[src/rtl/pic_priority_resolver.sv]
// 8259A-style interrupt request/in-service engine: IRR latching, fully nested
// priority resolution, two-pulse INTA acknowledge, EOI and priority rotation.
module pic_priority_resolver (
  input  logic       i_clk,
  input  logic       i_rst_n,
  input  logic [7:0] i_ir,
  input  logic       i_ltim,
  input  logic [7:0] i_imr,
  input  logic       i_aeoi,
  input  logic       i_rot_aeoi,
  input  logic       i_inta_pulse,
  input  logic       i_eoi_ns,
  input  logic       i_eoi_sp,
  input  logic       i_eoi_rot,
  input  logic       i_set_prio,
  input  logic [2:0] i_cmd_level,
  output logic       o_int,
  output logic [7:0] o_irr,
  output logic [7:0] o_isr,
  output logic [2:0] o_vec_level,
  output logic       o_vec_valid
);

  typedef enum logic [1:0] {
    ST_IDLE = 2'd0,
    ST_ACK1 = 2'd1,
    ST_ACK2 = 2'd2
  } state_t;

  state_t     r_state;
  state_t     w_state_nxt;

  logic [7:0] r_irr;
  logic [7:0] r_isr;
  logic [7:0] r_ir_q;
  logic [2:0] r_low_prio;
  logic [2:0] r_sel;
  logic       r_spur;
  logic       r_int;
  logic       r_vec_valid;
  logic [2:0] r_vec_level;

  logic [3:0] w_cand;
  logic [3:0] w_cur;
  logic       w_pending;
  logic       w_ack1;
  logic       w_ack2;
  logic       w_int_allow;
  logic [7:0] w_ack_mask;
  logic [7:0] w_aeoi_clr;
  logic [7:0] w_eoi_clr;
  logic       w_eoi_rot_vld;
  logic [2:0] w_eoi_rot_lvl;
  logic [2:0] w_low_prio_nxt;
  logic [7:0] w_irr_nxt;
  logic [7:0] w_isr_nxt;

  // Rank 0 is the highest priority level, i.e. the one just after low_prio.
  function automatic logic [2:0] f_rank(input logic [2:0] lvl, input logic [2:0] lp);
    return lvl - lp - 3'd1;
  endfunction

  // Returns {found, level} of the highest-priority set bit.
  function automatic logic [3:0] f_highest(input logic [7:0] vec, input logic [2:0] lp);
    logic [3:0] res;
    logic [2:0] idx;
    res = 4'd0;
    for (int k = 7; k >= 0; k--) begin
      idx = lp + 3'd1 + k[2:0];
      if (vec[idx]) begin
        res = {1'b1, idx};
      end else begin
        res = res;
      end
    end
    return res;
  endfunction

  assign w_cand    = f_highest(r_irr & ~i_imr, r_low_prio);
  assign w_cur     = f_highest(r_isr, r_low_prio);
  assign w_pending = w_cand[3] &&
                     (!w_cur[3] || (f_rank(w_cand[2:0], r_low_prio) < f_rank(w_cur[2:0], r_low_prio)));

  // State register.
  always_ff @(posedge i_clk) begin
    if (!i_rst_n) begin
      r_state <= ST_IDLE;
    end else begin
      r_state <= w_state_nxt;
    end
  end

  // Next-state logic; INTA seen in ACK2 is dropped.
  always_comb begin
    w_state_nxt = r_state;
    case (r_state)
      ST_IDLE: w_state_nxt = i_inta_pulse ? ST_ACK1 : ST_IDLE;
      ST_ACK1: w_state_nxt = i_inta_pulse ? ST_ACK2 : ST_ACK1;
      ST_ACK2: w_state_nxt = ST_IDLE;
      default: w_state_nxt = ST_IDLE;
    endcase
  end

  // FSM output decode: acknowledge strobes and INT enable.
  always_comb begin
    w_ack1      = 1'b0;
    w_ack2      = 1'b0;
    w_int_allow = 1'b0;
    case (r_state)
      ST_IDLE: begin
        w_ack1      = i_inta_pulse;
        w_int_allow = !i_inta_pulse;
      end
      ST_ACK1: w_ack2 = i_inta_pulse;
      ST_ACK2: w_ack2 = 1'b0;
      default: w_ack2 = 1'b0;
    endcase
  end

  // EOI target comes from the pre-update ISR; rotation writers ranked SET_PRIO > EOI > AEOI.
  always_comb begin
    w_ack_mask    = (w_ack1 && w_pending) ? (8'd1 << w_cand[2:0]) : 8'd0;
    w_aeoi_clr    = (w_ack2 && i_aeoi && !r_spur) ? (8'd1 << r_sel) : 8'd0;
    w_eoi_clr     = 8'd0;
    w_eoi_rot_vld = 1'b0;
    w_eoi_rot_lvl = 3'd0;
    if (i_eoi_sp) begin
      w_eoi_clr     = 8'd1 << i_cmd_level;
      w_eoi_rot_vld = i_eoi_rot;
      w_eoi_rot_lvl = i_cmd_level;
    end else if (i_eoi_ns && w_cur[3]) begin
      w_eoi_clr     = 8'd1 << w_cur[2:0];
      w_eoi_rot_vld = i_eoi_rot;
      w_eoi_rot_lvl = w_cur[2:0];
    end else begin
      w_eoi_clr     = 8'd0;
    end

    if (i_set_prio) begin
      w_low_prio_nxt = i_cmd_level;
    end else if (w_eoi_rot_vld) begin
      w_low_prio_nxt = w_eoi_rot_lvl;
    end else if (w_ack2 && i_aeoi && i_rot_aeoi && !r_spur) begin
      w_low_prio_nxt = r_sel;
    end else begin
      w_low_prio_nxt = r_low_prio;
    end

    if (i_ltim) begin
      w_irr_nxt = i_ir & ~w_ack_mask;
    end else begin
      w_irr_nxt = (r_irr | (i_ir & ~r_ir_q)) & ~w_ack_mask;
    end
    w_isr_nxt = (r_isr & ~(w_eoi_clr | w_aeoi_clr)) | w_ack_mask;
  end

  // Datapath and registered outputs.
  always_ff @(posedge i_clk) begin
    if (!i_rst_n) begin
      r_irr       <= 8'd0;
      r_isr       <= 8'd0;
      r_ir_q      <= 8'd0;
      r_low_prio  <= 3'd7;
      r_sel       <= 3'd0;
      r_spur      <= 1'b0;
      r_int       <= 1'b0;
      r_vec_valid <= 1'b0;
      r_vec_level <= 3'd0;
    end else begin
      r_irr       <= w_irr_nxt;
      r_isr       <= w_isr_nxt;
      r_ir_q      <= i_ir;
      r_low_prio  <= w_low_prio_nxt;
      r_int       <= w_pending && w_int_allow;
      r_vec_valid <= w_ack2;
      if (w_ack1) begin
        r_sel  <= w_pending ? w_cand[2:0] : 3'd7;
        r_spur <= !w_pending;
      end else begin
        r_sel  <= r_sel;
        r_spur <= r_spur;
      end
      if (w_ack2) begin
        r_vec_level <= r_sel;
      end else begin
        r_vec_level <= r_vec_level;
      end
    end
  end

  assign o_int       = r_int;
  assign o_irr       = r_irr;
  assign o_isr       = r_isr;
  assign o_vec_level = r_vec_level;
  assign o_vec_valid = r_vec_valid;

endmodule

[config.mk]
export PLATFORM = sky130hd
export DESIGN_NAME = pic_priority_resolver
export DESIGN_NICKNAME = d
export VERILOG_FILES = /design/src/rtl/pic_priority_resolver.sv
export SDC_FILE = /design/constraint.sdc
export NUM_CORES = 1
export LEC_CHECK = 0
export CAP_MARGIN = 20
export CELL_PAD_IN_SITES_DETAIL_PLACEMENT = 1
export CELL_PAD_IN_SITES_GLOBAL_PLACEMENT = 1
export CORE_MARGIN = 2
export CORE_UTILIZATION = 46
export CTS_BUF_LIST = sky130_fd_sc_hd__clkbuf_8
export DETAILED_ROUTE_END_ITERATION = 6
export PLACE_DENSITY_LB_ADDON = 0.1
export RECOVER_POWER = 50
export SYNTH_ARGS = -nofsm -noshare
export SYNTH_HDL_FRONTEND = slang
export SYNTH_SLANG_ARGS = --single-unit
[constraint.sdc]
create_clock -name i_clk -period 9 [get_ports i_clk]
set_input_delay 1.8 -clock i_clk [delete_from_list [all_inputs] [get_ports i_clk]]
set_output_delay 1.8 -clock i_clk [all_outputs]
set_load 0.005 [all_outputs]
* Word-level counts from Yosys, hierarchy flattened
Cells that the tools add are included.
** Operators by class
- $add $sub $neg :: 12
- Magnitude comparators :: 9
- Equal/unequal tests :: 1
- Shift operators :: 4
- Multiplexer cells :: 67
- Bitwise operators :: 12
- Reduce and logical (&&, ||, !) cells :: 15
** Operator list (count)
- two-way mux 4 bit :: 16
- binary-select mux 1 bit (select 3 bit) :: 16
- AND 8 bit :: 5
- two-way mux 8 bit :: 5
- less-than comparator 3 x 4 -> 1 bit (second input constant) :: 8
- inverter 8 bit :: 4
- left shift 1 x 3 -> 8 bit (first input constant) :: 4
- bitwise OR 8 bit :: 3
- two-way mux 1 bit :: 22
- two-way mux 3 bit :: 6
- adder 3 bit (second input constant) :: 4
- logical AND 1 bit :: 8
- adder 3 x 1 -> 3 bit (second input constant) :: 2
- adder 3 x 2 -> 3 bit (second input constant) :: 2
- subtractor 3 x 1 -> 3 bit (second input constant) :: 2
- subtractor 3 bit :: 2
- zero test 1 bit :: 4
- case mux 2 bit (2 select lines) :: 1
- less-than comparator 3 bit :: 1
- nonzero test 3 bit :: 1
- equality test 2 x 1 -> 1 bit (second input constant) :: 1
- zero test 2 bit :: 1
- two-way mux 2 bit :: 1
- logical OR 1 bit :: 1
** Storage, ports and cells
- Flip-flop bits (word level) :: 38
- Input bits :: 29
- Output and inout port bits :: 21
- Logic and storage cells :: 130

* Logic depth before layout (Yosys ltp)
- Word-level depth :: 22
- Mapped depth :: 24

* Least setup slack after synthesis
Ideal clock, no wire load.
- Path type :: input to register
- Start :: in i_imr[3]
- End :: reg r_irr[4], in the netlist o_irr[4]
- Library setup time :: 0.153 ns
- Arrival time :: 5.557 ns
- Data required time :: 8.847 ns
- Setup slack :: 3.290 ns
- Stages :: 15
- Buffers on the path :: 0
- Cells stage by stage :: nand2b_1 > mux4_2 > or2_1 > o21ai_1 > nor3_1 > a311o_1 > nor3_2 > ha_1 > fa_1 > ha_1 > a21o_1 > a21oi_1 > o211ai_1 > a211oi_2 > a311oi_1
** Between the ends
- Word-level cells in the longest chain between the ends :: 22
- Elaborated cells on any way between the ends :: 38
** RTL lines
- start: declaration :: RTL line 8 : input logic [7:0] i_imr,
- inverter 8 bit * :: RTL line 79 : assign w_cand = f_highest(r_irr & ~i_imr, r_low_prio);
- AND 8 bit * :: RTL line 79
- binary-select mux 1 bit (select 3 bit) :: RTL line 70 : if (vec[idx]) begin
- two-way mux 1 bit (not written as such) :: RTL line 70
- two-way mux 4 bit (7 in series) :: RTL line 70
- two-way mux 4 bit * :: RTL line 70
- subtractor 3 bit :: RTL line 60 : return lvl - lp - 3'd1;
- subtractor 3 x 1 -> 3 bit :: RTL line 60
- less-than comparator 3 bit :: RTL line 82 : (!w_cur[3] || (f_rank(w_cand[2:0], r_low_prio) < f_rank(w_cur[2:0], r_low_prio)));
- logical OR 1 bit :: RTL line 82
- logical AND 1 bit :: RTL line 81 : assign w_pending = w_cand[3] &&
- logical AND 1 bit :: RTL line 122 : w_ack_mask = (w_ack1 && w_pending) ? (8'd1 << w_cand[2:0]) : 8'd0;
- two-way mux 8 bit * :: RTL line 122
- inverter 8 bit * :: RTL line 150, 152
- AND 8 bit (on tied branches) :: RTL line 152, 150
- two-way mux 8 bit * :: RTL line 149 : if (i_ltim) begin
- end signal: assignment :: RTL line 170 : r_irr <= w_irr_nxt;
- end: declaration :: RTL line 33 : logic [7:0] r_irr;
Every way passes the cells marked *; elsewhere a longest branch is shown, timed or not. The select of a mux whose other input is x is not followed.
A chain may end at the register's enable or synchronous reset.

* Worst setup path after layout
- Start :: reg r_low_prio[0]
- End :: reg r_irr[7], in the netlist o_irr[7]
** Between the ends
- Word-level cells in the longest chain between the ends :: 22
- Elaborated cells on any way between the ends :: 71
** RTL lines
- start: declaration :: RTL line 36 : logic [2:0] r_low_prio;
- start signal: assignment :: RTL line 173 : r_low_prio <= w_low_prio_nxt;
- adder 3 x 1 -> 3 bit :: RTL line 69 : idx = lp + 3'd1 + k[2:0];
- adder 3 bit :: RTL line 69
- binary-select mux 1 bit (select 3 bit) :: RTL line 70
- two-way mux 1 bit (not written as such) :: RTL line 70
- two-way mux 4 bit (8 in series) :: RTL line 70
- subtractor 3 bit :: RTL line 60
- subtractor 3 x 1 -> 3 bit :: RTL line 60
- less-than comparator 3 bit :: RTL line 82
- logical OR 1 bit :: RTL line 82
- logical AND 1 bit :: RTL line 81
- logical AND 1 bit :: RTL line 122
- two-way mux 8 bit * :: RTL line 122
- inverter 8 bit * :: RTL line 150, 152
- AND 8 bit (on tied branches) :: RTL line 152, 150
- two-way mux 8 bit * :: RTL line 149
Marks and branches as above.

==> impl_metrics.tcl <==
set metrics [dict create \
    postCtsSetupBuffers 0 \
    initial_utilization_pct 47.7 \
    max_freq_mhz 145 \
    grt_pass1_wl_mm 20.2 \
    path_cells "buf_4, inv_2, ha_1, buf_4, mux4_1, mux2i_1, mux2_2, a221oi_2, a31oi_1, a211oi_4, inv_2, fa_1, xor2_1, xnor2_1, ha_1, a21oi_1, o211ai_1, a211oi_2, a311oi_1" \
    placed_area_sq_mm 0.00423 \
    gp_routability_congestion 0.958 \
    vias 3940 \
    worstPathArrival_ps 7050 \
    grt_pass1_vias 3942 \
    tritoncts "done" \
    worst_ir_drop_vdd_mv 0.170 \
    seqCellArea_sq_um 761 \
    rsz0062_at_grt "no" \
    cts.clk_slew.worst_paths_ps 80 \
    yosysSeqAreaShare_pct 20.6 \
    final_common_cell "nor2_1" \
    dp_slack_ps 2080 \
    design.core.area_sq_mm 0.00773 \
    critPathBufInv 4 \
    holdWs_ps 518 \
    wl_mm 12.7 \
    endpoint_kind "register" \
    start_kind "register" \
    synth_edf_count 0 \
    worstPathRequired_ps 9150 \
    cp_top_family "compound AO/OA/AOI/OAI gates" \
    dieWidth_um 93.5 \
    maxCapViolations 0 \
    hpwl_mm 9.36 \
    status "completed" \
    multi_input_area_sq_mm 0.00275 \
    total_power_mw 1.04 \
    path_max_fanout 32 \
    die_area_sq_mm 0.00874 \
    p_per_area_mw_per_mm2 237 \
    top_level_ports 50 \
    synth_fp_nets 485 \
    slew_headroom_pct 39.6 \
    worst_clock_skew_ps 4.94 \
    final_cell_mix "46 x nor2_1, 38 x dfxtp_1, 32 x nand2_1" \
    port_buffers 49 \
    final.fill_count 941 \
    crit_type "register to register" \
    worst_pin_slew_ps 884 \
    cts.repair.resized 0 \
    nets 522 \
    drt-pass1-iter-count 4 \
    fin_area_sq_mm 0.00437 \
    hold_path_class "register to register" \
    ys.flop_type "dfxtp_1" \
    insertion_delay_ps 300 \
    synth-seq-cells 38 \
    antennaDiodeCount 0 \
    critPathSlowestCell "ha_1" \
    worst_slack_ps 2100 \
    critPathMaxStageDelay_ps 830 \
    grt_max_degree 33 \
    fin_crit_sh_pct 76.6 \
    area_growth_pct 18.5 \
    min_period_ps 6900 \
    rows 32 \
    cts_buffers 5 \
    fin_tns_setup_ps 0 \
    drc 0 \
    syn_area_sq_mm 0.00368 \
    cts_hold_buf 0 \
    drive_gt1_share_pct 9.26 \
    p_leak_nw 1.73 \
    drv_slew 0 \
    ant_nets 0 \
    synthDistinctLibCells 69 \
    hold_violations 0 \
    finalSetupViolCount 0 \
    yosysWarnings 0 \
    antenna_found_initial 0 \
    clock_sinks 38 \
    drt_iter0_drc 302 \
    async_flop_share_pct 0 \
    avgSynthCellArea_sq_um 8.22 \
    cts_max_level 2 \
    netlist_instances 448 \
    die_h_um 93.5 \
    wl_per_cell_um 21.6 \
    vias_per_cell 6.70 \
    overflow 0 \
    track_usage_pct 29.1 \
    ctsRootBufferMaster "clkbuf_8" \
    clock_path_buffers 2 \
]
-- area by class of cell --
type                       instances  area share, %
clock inverter                     3           1.58
timing repair buffer              53           11.9
sequential                        38           17.4
clock buffer                       5           1.58
inverter                          18           1.55
multi-input combinational        369           63.0
tap                              102           2.92
-- registers in the layout (all words and copies together), names as in the netlist --
| register | flops |
|---|---|
| o_irr | 8 |
| o_isr | 8 |
| r_ir_q | 8 |
| o_vec_level | 3 |
| r_low_prio | 3 |
| r_sel | 3 |
| r_state | 2 |
| o_int | 1 |
| o_vec_valid | 1 |
| r_spur | 1 |
-- metrics by stage --
| step | util, % | instances |
|---|---|---|
| after floorplan | - | 448 |
| after global placement | 54.7 | 580 |
| after detailed placement | 54.7 | 580 |
| after CTS | 56.5 | 588 |
| after global routing | 56.5 | 588 |
| final | 56.5 | 588 |
-- path summary, 6_finish.rpt --
kind	startpoint	end	slack, ps	cells after the start
hold / removal	o_vec_level[0]	o_vec_level[0]	520	2
hold reg to reg	o_vec_level[0]	o_vec_level[0]	520	2
setup / recovery	r_low_prio[0]	o_irr[7]	2100	19
setup reg to reg	r_low_prio[0]	o_irr[7]	2100	19
-- layer usage --
layer  up-vias  global-route usage [%]  share of wire [%]
met5         -                       0                  0
met4         0                    8.70                1.9
met3        22                    1.69                4.7
met2       144                    48.7                 48
met1      1974                    40.3                 45
li1       1800                       -                  -
-- worst register-to-register path, stage by stage (launching register included) --
cell and delay [ps]:
dfxtp_1 310, buf_4 360, inv_2 330, ha_1 830, buf_4 420, mux4_1 500, mux2i_1 420, mux2_2 400
a221oi_2 230, a31oi_1 170, a211oi_4 410, inv_2 130, fa_1 420, xor2_1 190, xnor2_1 150, ha_1 250
a21oi_1 170, o211ai_1 230, a211oi_2 620, a311oi_1 200
-- cells in the mapped netlist, drive strengths merged, types with 12 or more instances --
master  instances  area, sq um
a21oi          27          135
and2           12         75.1
clkbuf         12         45.0
dfxtp          38          761
inv            17         63.8
mux2           12          139
mux2i          19          190
mux4           15          349
nand2          32          120
nand2b         15         93.8
nand3          14         70.1
nor2           46          173
nor3           14         75.1
o21ai          24          120
-- cell families (layout without fill, tap and decap cells) --
| logic type | after synthesis | in the layout | synth area share, % |
|---|---|---|---|
| adder cells (fa/ha/maj) | 8 | 8 | 3.12 |
| multiplexers | 46 | 46 | 18.4 |
| AO/OA/AOI/OAI | 144 | 144 | 28.3 |
| AND/OR/NAND/NOR | 161 | 161 | 21.4 |
| buffers and inverters | 41 | 79 | 4.62 |
| flip-flops | 38 | 38 | 20.6 |
| XOR/XNOR | 10 | 10 | 3.53 |
-- power by group --
part | internal (mW) | switching [mW]
sequential | 0.191 | 0.0342
combinational | 0.246 | 0.388
clock | 0.111 | 0.0652
Power figures use the tool's default switching activity.
